## src/rtl/id_01_encoder_pkg.sv

```systemverilog
// rtl/id_01_encoder_pkg.sv - class-01 opcodes, op_sel indices, field masks and word builder
package id_01_encoder_pkg;

    localparam logic [1:0] CLASS_PREFIX = 2'b01;

    localparam logic [4:0] OPC_INC  = 5'b10000;
    localparam logic [4:0] OPC_ADD  = 5'b10100;
    localparam logic [4:0] OPC_SUB  = 5'b10110;
    localparam logic [4:0] OPC_DEC  = 5'b10010;
    localparam logic [4:0] OPC_NEG  = 5'b10001;
    localparam logic [4:0] OPC_MOVA = 5'b01100;
    localparam logic [4:0] OPC_MOVB = 5'b01010;
    localparam logic [4:0] OPC_SHR  = 5'b11001;
    localparam logic [4:0] OPC_SHL  = 5'b11000;
    localparam logic [4:0] OPC_CLR  = 5'b00000;
    localparam logic [4:0] OPC_SET  = 5'b01111;
    localparam logic [4:0] OPC_NOT  = 5'b00011;
    localparam logic [4:0] OPC_AND  = 5'b01000;
    localparam logic [4:0] OPC_OR   = 5'b01110;
    localparam logic [4:0] OPC_XOR  = 5'b00110;
    localparam logic [4:0] OPC_MUL  = 5'b10111;
    localparam logic [4:0] OPC_ADC  = 5'b10101;
    localparam logic [4:0] OPC_ASR  = 5'b11011;

    typedef enum logic [4:0] {
        OP_INC  = 5'd0,  OP_ADD  = 5'd1,  OP_SUB = 5'd2,  OP_DEC = 5'd3,
        OP_NEG  = 5'd4,  OP_MOVA = 5'd5,  OP_MOVB = 5'd6, OP_SHR = 5'd7,
        OP_SHL  = 5'd8,  OP_CLR  = 5'd9,  OP_SET = 5'd10, OP_NOT = 5'd11,
        OP_AND  = 5'd12, OP_OR   = 5'd13, OP_XOR = 5'd14, OP_MUL = 5'd15,
        OP_ADC  = 5'd16, OP_ASR  = 5'd17
    } op_sel_e;

    // Mask bits {keep_rd, keep_ra, keep_rb}; a cleared bit forces that field to 000.
    localparam logic [2:0] MASK_BIN    = 3'b111;
    localparam logic [2:0] MASK_UNARY  = 3'b110;
    localparam logic [2:0] MASK_MOVB   = 3'b101;
    localparam logic [2:0] MASK_RDONLY = 3'b100;

    typedef struct packed {
        logic       valid;
        logic [4:0] opcode;
        logic [2:0] mask;
    } op_info_t;

    function automatic logic [15:0] build_word(input logic [4:0] opcode, input logic [2:0] mask,
                                               input logic [2:0] rd, input logic [2:0] ra,
                                               input logic [2:0] rb);
        return {CLASS_PREFIX, opcode,
                mask[2] ? rd : 3'b000,
                mask[1] ? ra : 3'b000,
                mask[0] ? rb : 3'b000};
    endfunction

endpackage

```

## src/rtl/id_01_encoder_if.sv

```systemverilog
// rtl/id_01_encoder_if.sv - request, load and program-memory write bus of the encoder
interface id_01_encoder_if #(
    parameter int ADDR_W = 8
);
    logic              in_valid;
    logic              in_ready;
    logic [4:0]        op_sel;
    logic [2:0]        rd;
    logic [2:0]        ra;
    logic [2:0]        rb;
    logic              load_addr;
    logic [ADDR_W-1:0] start_addr;
    logic              mem_we;
    logic              mem_ready;
    logic [ADDR_W-1:0] mem_addr;
    logic [15:0]       mem_wdata;
    logic              mem_full;
    logic              err_op;
    logic [7:0]        err_count;
    logic [ADDR_W:0]   words_written;

    modport slave (
        input  in_valid, op_sel, rd, ra, rb, load_addr, start_addr, mem_ready,
        output in_ready, mem_we, mem_addr, mem_wdata, mem_full, err_op, err_count, words_written
    );

    modport master (
        output in_valid, op_sel, rd, ra, rb, load_addr, start_addr, mem_ready,
        input  in_ready, mem_we, mem_addr, mem_wdata, mem_full, err_op, err_count, words_written
    );
endinterface

```

## src/rtl/id_01_encoder_sync_fifo.sv

```systemverilog
// rtl/id_01_encoder_sync_fifo.sv - single-clock FIFO, power-of-two depth, show-ahead head
// Ports: clk, resetn (sync active-low), push_i/push_data_i, pop_i, head_o, full_o, empty_o.
module id_01_encoder_sync_fifo #(
    parameter int WIDTH = 16,
    parameter int DEPTH = 4
) (
    input  logic             clk,
    input  logic             resetn,
    input  logic             push_i,
    input  logic [WIDTH-1:0] push_data_i,
    input  logic             pop_i,
    output logic [WIDTH-1:0] head_o,
    output logic             full_o,
    output logic             empty_o
);
    localparam int AW = $clog2(DEPTH);
    localparam logic [AW:0] FULL_CNT = (AW + 1)'(DEPTH);

    logic [WIDTH-1:0] mem_q [DEPTH];
    logic [AW-1:0]    wr_ptr_q;
    logic [AW-1:0]    rd_ptr_q;
    logic [AW:0]      count_q;
    logic             do_push;
    logic             do_pop;

    assign full_o  = (count_q == FULL_CNT);
    assign empty_o = (count_q == '0);
    assign do_push = push_i && !full_o;
    assign do_pop  = pop_i && !empty_o;
    assign head_o  = mem_q[rd_ptr_q];

    always_ff @(posedge clk) begin
        if (!resetn) begin
            wr_ptr_q <= '0;
            rd_ptr_q <= '0;
            count_q  <= '0;
        end else begin
            if (do_push) wr_ptr_q <= wr_ptr_q + 1'b1;
            if (do_pop)  rd_ptr_q <= rd_ptr_q + 1'b1;
            case ({do_push, do_pop})
                2'b10:   count_q <= count_q + 1'b1;
                2'b01:   count_q <= count_q - 1'b1;
                default: count_q <= count_q;
            endcase
        end
    end

    // Storage needs no reset: entries are only observed once counted as valid.
    always_ff @(posedge clk) begin
        if (do_push) mem_q[wr_ptr_q] <= push_data_i;
    end

endmodule

```

## src/rtl/id_01_encoder.sv

```systemverilog
// rtl/id_01_encoder.sv - encodes symbolic ALU ops into class-01 words and streams them to program memory
// Ports: clk, resetn (sync active-low); bus (slave): in_valid/in_ready/op_sel/rd/ra/rb request,
// load_addr/start_addr pointer load, mem_we/mem_ready/mem_addr/mem_wdata write port,
// mem_full, err_op, err_count, words_written status.
module id_01_encoder
    import id_01_encoder_pkg::*;
#(
    parameter int ADDR_W     = 8,
    parameter int FIFO_DEPTH = 4,
    parameter bit WRAP_EN    = 1'b0
) (
    input logic           clk,
    input logic           resetn,
    id_01_encoder_if.slave bus
);
    localparam logic [ADDR_W:0]   WORDS_MAX = {1'b1, {ADDR_W{1'b0}}};
    localparam logic [ADDR_W-1:0] ADDR_LAST = '1;

    op_info_t          info;
    logic [15:0]       enc_word;
    logic [15:0]       fifo_head;
    logic              fifo_full;
    logic              fifo_empty;
    logic              accept;
    logic              push;
    logic              mem_wr;
    logic              load_ok;

    logic [ADDR_W-1:0] ptr_q,      ptr_d;
    logic              mem_full_q, mem_full_d;
    logic              err_op_q,   err_op_d;
    logic [7:0]        err_cnt_q,  err_cnt_d;
    logic [ADDR_W:0]   words_q,    words_d;

    always_comb begin
        info = '{valid: 1'b0, opcode: 5'b00000, mask: 3'b000};
        case (bus.op_sel)
            OP_ADD:  info = '{1'b1, OPC_ADD,  MASK_BIN};
            OP_SUB:  info = '{1'b1, OPC_SUB,  MASK_BIN};
            OP_AND:  info = '{1'b1, OPC_AND,  MASK_BIN};
            OP_OR:   info = '{1'b1, OPC_OR,   MASK_BIN};
            OP_XOR:  info = '{1'b1, OPC_XOR,  MASK_BIN};
            OP_MUL:  info = '{1'b1, OPC_MUL,  MASK_BIN};
            OP_ADC:  info = '{1'b1, OPC_ADC,  MASK_BIN};
            OP_INC:  info = '{1'b1, OPC_INC,  MASK_UNARY};
            OP_DEC:  info = '{1'b1, OPC_DEC,  MASK_UNARY};
            OP_NEG:  info = '{1'b1, OPC_NEG,  MASK_UNARY};
            OP_MOVA: info = '{1'b1, OPC_MOVA, MASK_UNARY};
            OP_SHR:  info = '{1'b1, OPC_SHR,  MASK_UNARY};
            OP_SHL:  info = '{1'b1, OPC_SHL,  MASK_UNARY};
            OP_NOT:  info = '{1'b1, OPC_NOT,  MASK_UNARY};
            OP_ASR:  info = '{1'b1, OPC_ASR,  MASK_UNARY};
            OP_MOVB: info = '{1'b1, OPC_MOVB, MASK_MOVB};
            OP_CLR:  info = '{1'b1, OPC_CLR,  MASK_RDONLY};
            OP_SET:  info = '{1'b1, OPC_SET,  MASK_RDONLY};
            default: info = '{valid: 1'b0, opcode: 5'b00000, mask: 3'b000};
        endcase
    end

    assign enc_word = build_word(info.opcode, info.mask, bus.rd, bus.ra, bus.rb);

    // Invalid requests still complete the handshake; they just never reach the FIFO.
    assign bus.in_ready = !fifo_full && !mem_full_q;
    assign accept       = bus.in_valid && bus.in_ready;
    assign push         = accept && info.valid;
    // A load is only honoured with nothing buffered, so it can never collide with a write.
    assign load_ok      = bus.load_addr && fifo_empty;
    assign bus.mem_we   = !fifo_empty && !mem_full_q;
    assign mem_wr       = bus.mem_we && bus.mem_ready;

    id_01_encoder_sync_fifo #(
        .WIDTH (16),
        .DEPTH (FIFO_DEPTH)
    ) u_fifo (
        .clk         (clk),
        .resetn      (resetn),
        .push_i      (push),
        .push_data_i (enc_word),
        .pop_i       (mem_wr),
        .head_o      (fifo_head),
        .full_o      (fifo_full),
        .empty_o     (fifo_empty)
    );

    always_comb begin
        ptr_d      = ptr_q;
        mem_full_d = mem_full_q;
        words_d    = words_q;
        err_op_d   = accept && !info.valid;
        err_cnt_d  = err_cnt_q;
        if (err_op_d && (err_cnt_q != 8'hFF)) err_cnt_d = err_cnt_q + 8'd1;
        if (load_ok) begin
            ptr_d      = bus.start_addr;
            mem_full_d = 1'b0;
            words_d    = '0;
        end else if (mem_wr) begin
            if (words_q != WORDS_MAX) words_d = words_q + 1'b1;
            if (ptr_q == ADDR_LAST) begin
                if (WRAP_EN) ptr_d = '0;
                else         mem_full_d = 1'b1;
            end else begin
                ptr_d = ptr_q + 1'b1;
            end
        end
    end

    always_ff @(posedge clk) begin
        if (!resetn) begin
            ptr_q      <= '0;
            mem_full_q <= 1'b0;
            words_q    <= '0;
            err_op_q   <= 1'b0;
            err_cnt_q  <= 8'd0;
        end else begin
            ptr_q      <= ptr_d;
            mem_full_q <= mem_full_d;
            words_q    <= words_d;
            err_op_q   <= err_op_d;
            err_cnt_q  <= err_cnt_d;
        end
    end

    assign bus.mem_addr      = ptr_q;
    assign bus.mem_wdata     = fifo_empty ? 16'h0000 : fifo_head;
    assign bus.mem_full      = mem_full_q;
    assign bus.err_op        = err_op_q;
    assign bus.err_count     = err_cnt_q;
    assign bus.words_written = words_q;

endmodule
```

## src/flat_wrapper.sv

```systemverilog
// flat-port wrapper written by rule: the top's interface ports become plain ports
module id_01_encoder_flat import id_01_encoder_pkg::*;
#(
    parameter int ADDR_W     = 8,
    parameter int FIFO_DEPTH = 4,
    parameter bit WRAP_EN    = 1'b0
)
  (clk, resetn, bus_in_valid, bus_op_sel, bus_rd, bus_ra, bus_rb, bus_load_addr, bus_start_addr, bus_mem_ready, bus_in_ready, bus_mem_we, bus_mem_addr, bus_mem_wdata, bus_mem_full, bus_err_op, bus_err_count, bus_words_written);
  id_01_encoder_if #(.ADDR_W(ADDR_W)) bus_i ();
  input logic clk;
  input logic resetn;
  input wire logic [$bits(bus_i.in_valid)-1:0] bus_in_valid;
  input wire logic [$bits(bus_i.op_sel)-1:0] bus_op_sel;
  input wire logic [$bits(bus_i.rd)-1:0] bus_rd;
  input wire logic [$bits(bus_i.ra)-1:0] bus_ra;
  input wire logic [$bits(bus_i.rb)-1:0] bus_rb;
  input wire logic [$bits(bus_i.load_addr)-1:0] bus_load_addr;
  input wire logic [$bits(bus_i.start_addr)-1:0] bus_start_addr;
  input wire logic [$bits(bus_i.mem_ready)-1:0] bus_mem_ready;
  output wire logic [$bits(bus_i.in_ready)-1:0] bus_in_ready;
  output wire logic [$bits(bus_i.mem_we)-1:0] bus_mem_we;
  output wire logic [$bits(bus_i.mem_addr)-1:0] bus_mem_addr;
  output wire logic [$bits(bus_i.mem_wdata)-1:0] bus_mem_wdata;
  output wire logic [$bits(bus_i.mem_full)-1:0] bus_mem_full;
  output wire logic [$bits(bus_i.err_op)-1:0] bus_err_op;
  output wire logic [$bits(bus_i.err_count)-1:0] bus_err_count;
  output wire logic [$bits(bus_i.words_written)-1:0] bus_words_written;
  assign bus_i.in_valid = bus_in_valid;
  assign bus_i.op_sel = bus_op_sel;
  assign bus_i.rd = bus_rd;
  assign bus_i.ra = bus_ra;
  assign bus_i.rb = bus_rb;
  assign bus_i.load_addr = bus_load_addr;
  assign bus_i.start_addr = bus_start_addr;
  assign bus_i.mem_ready = bus_mem_ready;
  assign bus_in_ready = bus_i.in_ready;
  assign bus_mem_we = bus_i.mem_we;
  assign bus_mem_addr = bus_i.mem_addr;
  assign bus_mem_wdata = bus_i.mem_wdata;
  assign bus_mem_full = bus_i.mem_full;
  assign bus_err_op = bus_i.err_op;
  assign bus_err_count = bus_i.err_count;
  assign bus_words_written = bus_i.words_written;
  id_01_encoder #(.ADDR_W(ADDR_W), .FIFO_DEPTH(FIFO_DEPTH), .WRAP_EN(WRAP_EN)) u_core (.clk(clk), .resetn(resetn), .bus(bus_i));
endmodule
```

## config.mk

```make
export PLATFORM = sky130hd
export DESIGN_NAME = id_01_encoder_flat
export DESIGN_NICKNAME = d
export VERILOG_FILES = /design/src/rtl/id_01_encoder_pkg.sv /design/src/rtl/id_01_encoder_if.sv /design/src/rtl/id_01_encoder_sync_fifo.sv /design/src/rtl/id_01_encoder.sv /design/src/flat_wrapper.sv
export SDC_FILE = /design/constraint.sdc
export NUM_CORES = 1
export LEC_CHECK = 0
export ABC_AREA = 0
export BUFFER_PORTS_ARGS = -buffer_cell sky130_fd_sc_hd__buf_2
export CORE_MARGIN = 5
export CORE_UTILIZATION = 43
export DETAILED_ROUTE_END_ITERATION = 12
export GPL_TIMING_DRIVEN = 0
export PLACE_DENSITY = 0.69
export SYNTH_ARGS = -nofsm -noshare
export SYNTH_HDL_FRONTEND = slang
export SYNTH_SLANG_ARGS = --single-unit
```

## constraint.sdc

```tcl
create_clock -name clk -period 2.75 [get_ports clk]
set_clock_uncertainty 0.2 [all_clocks]
set_input_delay 0.275 -clock clk [delete_from_list [all_inputs] [get_ports clk]]
set_output_delay 0.275 -clock clk [all_outputs]
set_load 0.01 [all_outputs]
```

# Yosys cells after proc, flatten, opt, wreduce, memory -nomap -nowiden
# Memory sizes are Yosys's and may differ from the RTL's. A register that Yosys moved wholly into a read port is not among the register bits.
# Cells that the tools add are included.
# word_totals
ram_bits	56
ff_bits	34
mem_count	2
mem_bits_ro	288
wordCells	58
input_bits	27
latchBits	0
# classes
n_div	0
multipliers	0
shifts	0
n_lt_le_gt_ge	0
bitwise	1
muxes	12
eq_ne	7
n_reduce_logical	21
addsub	7
# memory_table
memory	depth	word_bits	rd	rd_ports_with_merged_regs	wr	line_no	rtl
(name not given)	32	9	1	0	0	id_01_encoder.sv:37	case (bus.op_sel)
u_core.u_fifo.mem_q	4	14	1	1	1	id_01_encoder_sync_fifo.sv:19	logic [WIDTH-1:0] mem_q [DEPTH];
# ops
op	count
$mux W8	3
$add A8 B1 Y8 const B	2
$mux W16	1
$logic_and A1 B1 Y1	10
$add A9 B1 Y9 const B	1
$mux W3	3
$ne A9 B9 Y1 const B	1
$eq A8 B8 Y1 const B	1
$ne A8 B8 Y1 const B	1
$pmux W3 S2	1
$reduce_and A2 Y1	3
$add A2 B1 Y2 const B	2
$logic_not A1 Y1	4
$mux W2	2
$reduce_bool A2 Y1	2
$add A3 B1 Y3 const B	1
$eq A3 B3 Y1 const B	1
$logic_not A3 Y1	1
$sub A3 B1 Y3 const B	1
$eq A2 B1 Y1 const B	1
$eq A2 B2 Y1 const B	1
$mux W1	2
$ne A2 B1 Y1 const B	1
$reduce_or A2 Y1	1
$not A1 Y1	1

# Logic depth before layout (Yosys ltp)
# depth
ltp_word	8
mapped_depth	10
mapped_depth_nobuf	9

# By module
# From an unflattened synthesis, not the netlist that was laid out.
# unflattened
hier_cells	377
area_unflattened_um2	4665.7
# modules_own_cells
module	instances	cells_per_inst	area_per_inst_um2
id_01_encoder_sync_fifo	1	138	2817.7
id_01_encoder	1	239	1848.0

# Worst setup path after synthesis
# No wires, ideal clock.
# synth_timing
kind	flip-flop to flip-flop
from	register u_core.u_fifo.count_q[2]
to	register u_core.u_fifo.count_q[2]
required_time_ns	2.480
setup_time_ns	0.070
stages_incl_launch_ff	11
t_arrival_ns	2.088
path_slack_ns	0.393
cell_sequence	dfxtp_1 nor3b_1 nor4bb_1 clkbuf_1 inv_1 ha_1 inv_1 fa_1 xor2_1 or3_1 a21oi_1
# synth_via
elab_chain_cells	8
word_cells_on_any_way	17
cone_classes	add/sub: 2; eq/ne: 3; mux: 1; reduce/logical: 11
# synth_lines
item	line_no	rtl
from (decl)	id_01_encoder_sync_fifo.sv:22	logic [AW:0] count_q;
from (signal assigned)	id_01_encoder_sync_fifo.sv:41	2'b10: count_q <= count_q + 1'b1;
from (signal assigned)	id_01_encoder_sync_fifo.sv:42	2'b01: count_q <= count_q - 1'b1;
from (signal assigned)	id_01_encoder_sync_fifo.sv:43	default: count_q <= count_q;
$eq A3 B3 Y1	id_01_encoder_sync_fifo.sv:26	assign full_o = (count_q == FULL_CNT);
$logic_not A1 Y1	id_01_encoder_sync_fifo.sv:28, id_01_encoder.sv:63	
$logic_and A1 B1 Y1	id_01_encoder.sv:63	assign bus.in_ready = !fifo_full && !mem_full_q;
$logic_and A1 B1 Y1	id_01_encoder.sv:64	assign accept = bus.in_valid && bus.in_ready;
$logic_and A1 B1 Y1	id_01_encoder.sv:65	assign push = accept && info.valid;
$logic_and A1 B1 Y1	id_01_encoder_sync_fifo.sv:28	assign do_push = push_i && !full_o;
$eq A2 B1 Y1 / $eq A2 B2 Y1 (equally long branches)	id_01_encoder_sync_fifo.sv:40	case ({do_push, do_pop})
$pmux W3 S2 / $reduce_bool A2 Y1 (equally long branches)	-	
# Several ways; a longest one is shown, not always the timed one.
# A chain may end at the register's enable or synchronous reset.

# Worst setup path in the final report
# Same ends and word-level chain as after synthesis.

==> run_results.csv <==
group,metric,value,unit
final_layout,areaGrowthSynthToFinish,17.53,%
worst_setup_path,reg2reg_slack,210,ps
sta,hold_viol_final,0,
clock_network,cts-root-buf,"clkbuf_8",
grt,grt_pass1_vias,2902,
worst_setup_path,cp-endpoint,"u_core.u_fifo.count_q[2]",
sta,maxClockFrequency,393.5,MHz
power_and_ir_drop,p_leak,1.910,nW
routing,routed_wirelength,8995,microns
routing,wl_per_cell,15.32,microns
grt,grt_max_degree,17,
worst_setup_path,crit_fanout,7,
worst_setup_path,cpPeakStageDelay,430,ps
clock_network,cts.clk_slew.worst_paths,90,ps
final_layout,final_core_util,51.86,%
hold_path,hold_class,"in2reg",
worst_setup_path,path_delay_family,"simple AND/OR/NAND/NOR gates",
worst_setup_path,cp_common_cell,"inv_1",
worst_setup_path,cp_slowest_cell,"dfxtp_1",
final_layout,num_antenna_cells,0,
grt,antenna_found_initial,0,
sta,slew_headroom,48.88,%
worst_setup_path,rr_endpoint,"u_core.u_fifo.count_q[2]",
run,cap_viol_max_count,0,
yosys,syn_area,4333,sq um
clock_network,ctsHtreeMaxLevel,3,
sta,timing.hold.ws,17.13,ps
yosys,yosysTopAreaCell,"edfxtp_1",
worst_setup_path,crit_path_end_kind,"flop",
place,dp.cells,570,
final_layout,final_common_cell,"buf_2",
worst_setup_path,required,2840,ps
grt,grt_pass1_wl,14260,microns
worst_setup_path,worstRegToRegCells,10,
place,placed_area,4850,sq um
grt,grt-ovfl-total,0,
clock_network,clk_path_buf_depth,2,
yosys,synth_seq_cells,92,
floorplan,die_y,110.4,microns
final_layout,drive_gt1_share,25.55,%
worst_setup_path,path_cells,"nor3b_4 > nor4bb_1 > clkbuf_1 > inv_1 > ha_1 > inv_1 > fa_1 > xor2_1 > or3_1 > a21oi_1",
yosys,async_flop_share,0,%
routing,drt_first_pass_iters,4,
yosys,synth_warnings,0,
clock_network,clk-insertion-delay-late,350,ps
routing,dr_total_vias,3129,
floorplan,ios,72,
final_layout,final_cell_mix,"72 x buf_2, 56 x edfxtp_1, 36 x dfxtp_1, 31 x nor2_1, 24 x and2_1",
floorplan,core_area,9819,sq um
routing,drc_errors,0,
sta,post-route-min-period,2542,ps
final_layout,finalInstanceArea,5092,sq um
routing,ant_nets,0,
final_layout,fin_nets,491,
sta,period_share,92.42,%
power_and_ir_drop,vdd_drop_max,0.0002788,V
clock_network,cts_setup_buffers,0,
sta,setup_violations,0,
final_layout,multiInputGateArea,1808,sq um
floorplan,start_util,44.13,%
sta,tns,0,ps
yosys,synth_area_leaders,"edfxtp_1 39%, dfxtp_1 17%, mux4_2 7.3%",
yosys,syn-num-nets,409,
routing,vias_per_cell,5.330,
yosys,synth.avg_cell_area,11.81,sq um
routing,topRoutingLayerUsed,"met4",
routing,wl_met1,4097,microns
clock_network,cts_inserted_buffers,9,
floorplan,die_w,110.4,microns
outcome,outcome,"complete, no violations",
floorplan,rows,36,
worst_setup_path,cp-start-kind,"flop",
place,place_hpwl,6350,microns
floorplan,die-area,12180,sq um
worst_setup_path,worstSetupPathType,"reg2reg",
routing,drtIter0Drc,118,
clock_network,cts_sinks,92,
worst_setup_path,critPathLaunch,"u_core.u_fifo.count_q[2]",
worst_setup_path,r2r-start,"u_core.u_fifo.count_q[2]",
yosys,synth-edff-count,56,
power_and_ir_drop,p_per_area,761.6,nW/um^2
yosys,syn_inst,367,
place,io_buffers,70,
yosys,synthFlopType,"edfxtp_1",
worst_setup_path,cp.arrival,2630,ps
yosys,yosysUniqueCellTypes,54,
grt,grtUsageTotal,15.18,%
worst_setup_path,worstSetupPathDepth,10,
sta,tightest_slew,766.8,ps
final_layout,register_area,2402,sq um
sta,rsz0062_at_grt,"no",
final_layout,fill_cells,897,
sta,slew_viol_final,0,
routing,wl_met3,440,microns
final_layout,final_cell_count_no_fill,587,
yosys,yosysSeqAreaShare,55.44,%
place,gp_congestion,0.7996,
yosys,synthDominantCellAreaShare,38.81,%
clock_network,cts_tree,"yes",
worst_setup_path,path_buf_inv,3,
routing,wl_met2,4240,microns
[sequential cells by signal, summed over array words and instances, names as in the netlist, named ones only]
register / count
u_core.u_fifo.wr_ptr_q: 2
u_core.bus.err_op: 1
u_core.bus.err_count: 8
u_core.bus.mem_addr: 8
u_core.bus.mem_full: 1
u_core.bus.words_written: 9
u_core.u_fifo.rd_ptr_q: 2
u_core.u_fifo.count_q: 3
u_core.u_fifo.mem_q: 56
[through the flow]
stage               power [mW]  setup slack, ps
floorplan                2.565            392.5
global placement         2.976           -339.2
detailed placement       3.012           -452.6
CTS                      3.916           0.2591
global route             4.129            10.88
finish                   3.878            208.4
[layer usage]
layer | vias up | track usage [%]
li1 | 1529 | -
met1 | 1486 | 20.56
met2 | 96 | 23.74
met3 | 18 | 2.737
met4 | 0 | 7.036
met5 | - | 0
[report_power, final]
group / switching (mW) / total (mW) / internal, mW
Sequential: 0.143 / 1.74 / 1.59
Combinational: 0.692 / 1.25 / 0.555
Clock: 0.472 / 0.894 / 0.422
[worst min-delay path: stages]
cell and delay [ps]:
buf_2 70, o21ai_0 70, a21oi_1 110
[final cells by class]
cell class                      instances  share of cell area [%]
Tap cell                              133                   3.268
Sequential cell                        92                   47.17
Timing Repair Buffer                   72                   7.273
Buffer                                 16                   1.400
Clock buffer                            9                   2.432
Inverter                               20                   1.474
Clock inverter                          7                   1.474
Multi-Input combinational cell        238                   35.50
[cell usage after synthesis (4+ instances only)]
library cell	instances
nand4_1	5
o21ai_0	18
ha_1	14
clkbuf_1	12
or4_1	4
nand2_1	12
mux4_2	14
nand2b_1	4
and4_1	4
edfxtp_1	56
a21oi_1	19
xor2_1	6
xnor2_1	5
dfxtp_1	36
mux2i_1	4
a31o_2	4
nor2b_1	4
nand3_1	12
nor3_1	4
and2_1	24
and3_1	4
a31oi_1	4
nor2_1	32
inv_1	20
a211oi_1	6
[kinds of logic (layout without fill, tap and decap cells)]
logic type      Yosys count  after routing  share of synthesized area [%]
xor+xnor                 11             11                          2.223
buf+inv                  37            124                          3.407
compound gates           68             68                          9.963
fa+ha+maj                15             15                          4.505
other cells               1              1                        0.08655
flops                    92             92                          55.44
simple gates            124            124                          15.91
mux                      19             19                          8.461
[worst min-delay path by stage]
| stage | start | end | slack, ps | cells past startpoint |
|---|---|---|---|---|
| 2_1_floorplan | bus_start_addr[5] | u_core.bus.mem_addr[5] | 210 | 2 |
| 3_3_place_gp | u_core.bus.err_count[5] | u_core.bus.err_count[5] | 280 | 2 |
| 3_5_place_dp | bus_start_addr[5] | u_core.bus.mem_addr[5] | 300 | 3 |
| 4_1_cts | bus_start_addr[1] | u_core.bus.mem_addr[1] | 3 | 3 |
| 5_1_grt | bus_start_addr[0] | u_core.bus.mem_addr[0] | 20 | 3 |
| 6_report | bus_start_addr[1] | u_core.bus.mem_addr[1] | 20 | 3 |
[timing repair]
| item | in CTS | in global routing |
|---|---|---|
| hold endpoints to repair | 2 | 0 |
| resized for setup | 2 | 4 |
| hold buffers | 2 | 0 |
| setup endpoints to repair | 35 | 11 |
(Power assumes the default switching activity.)
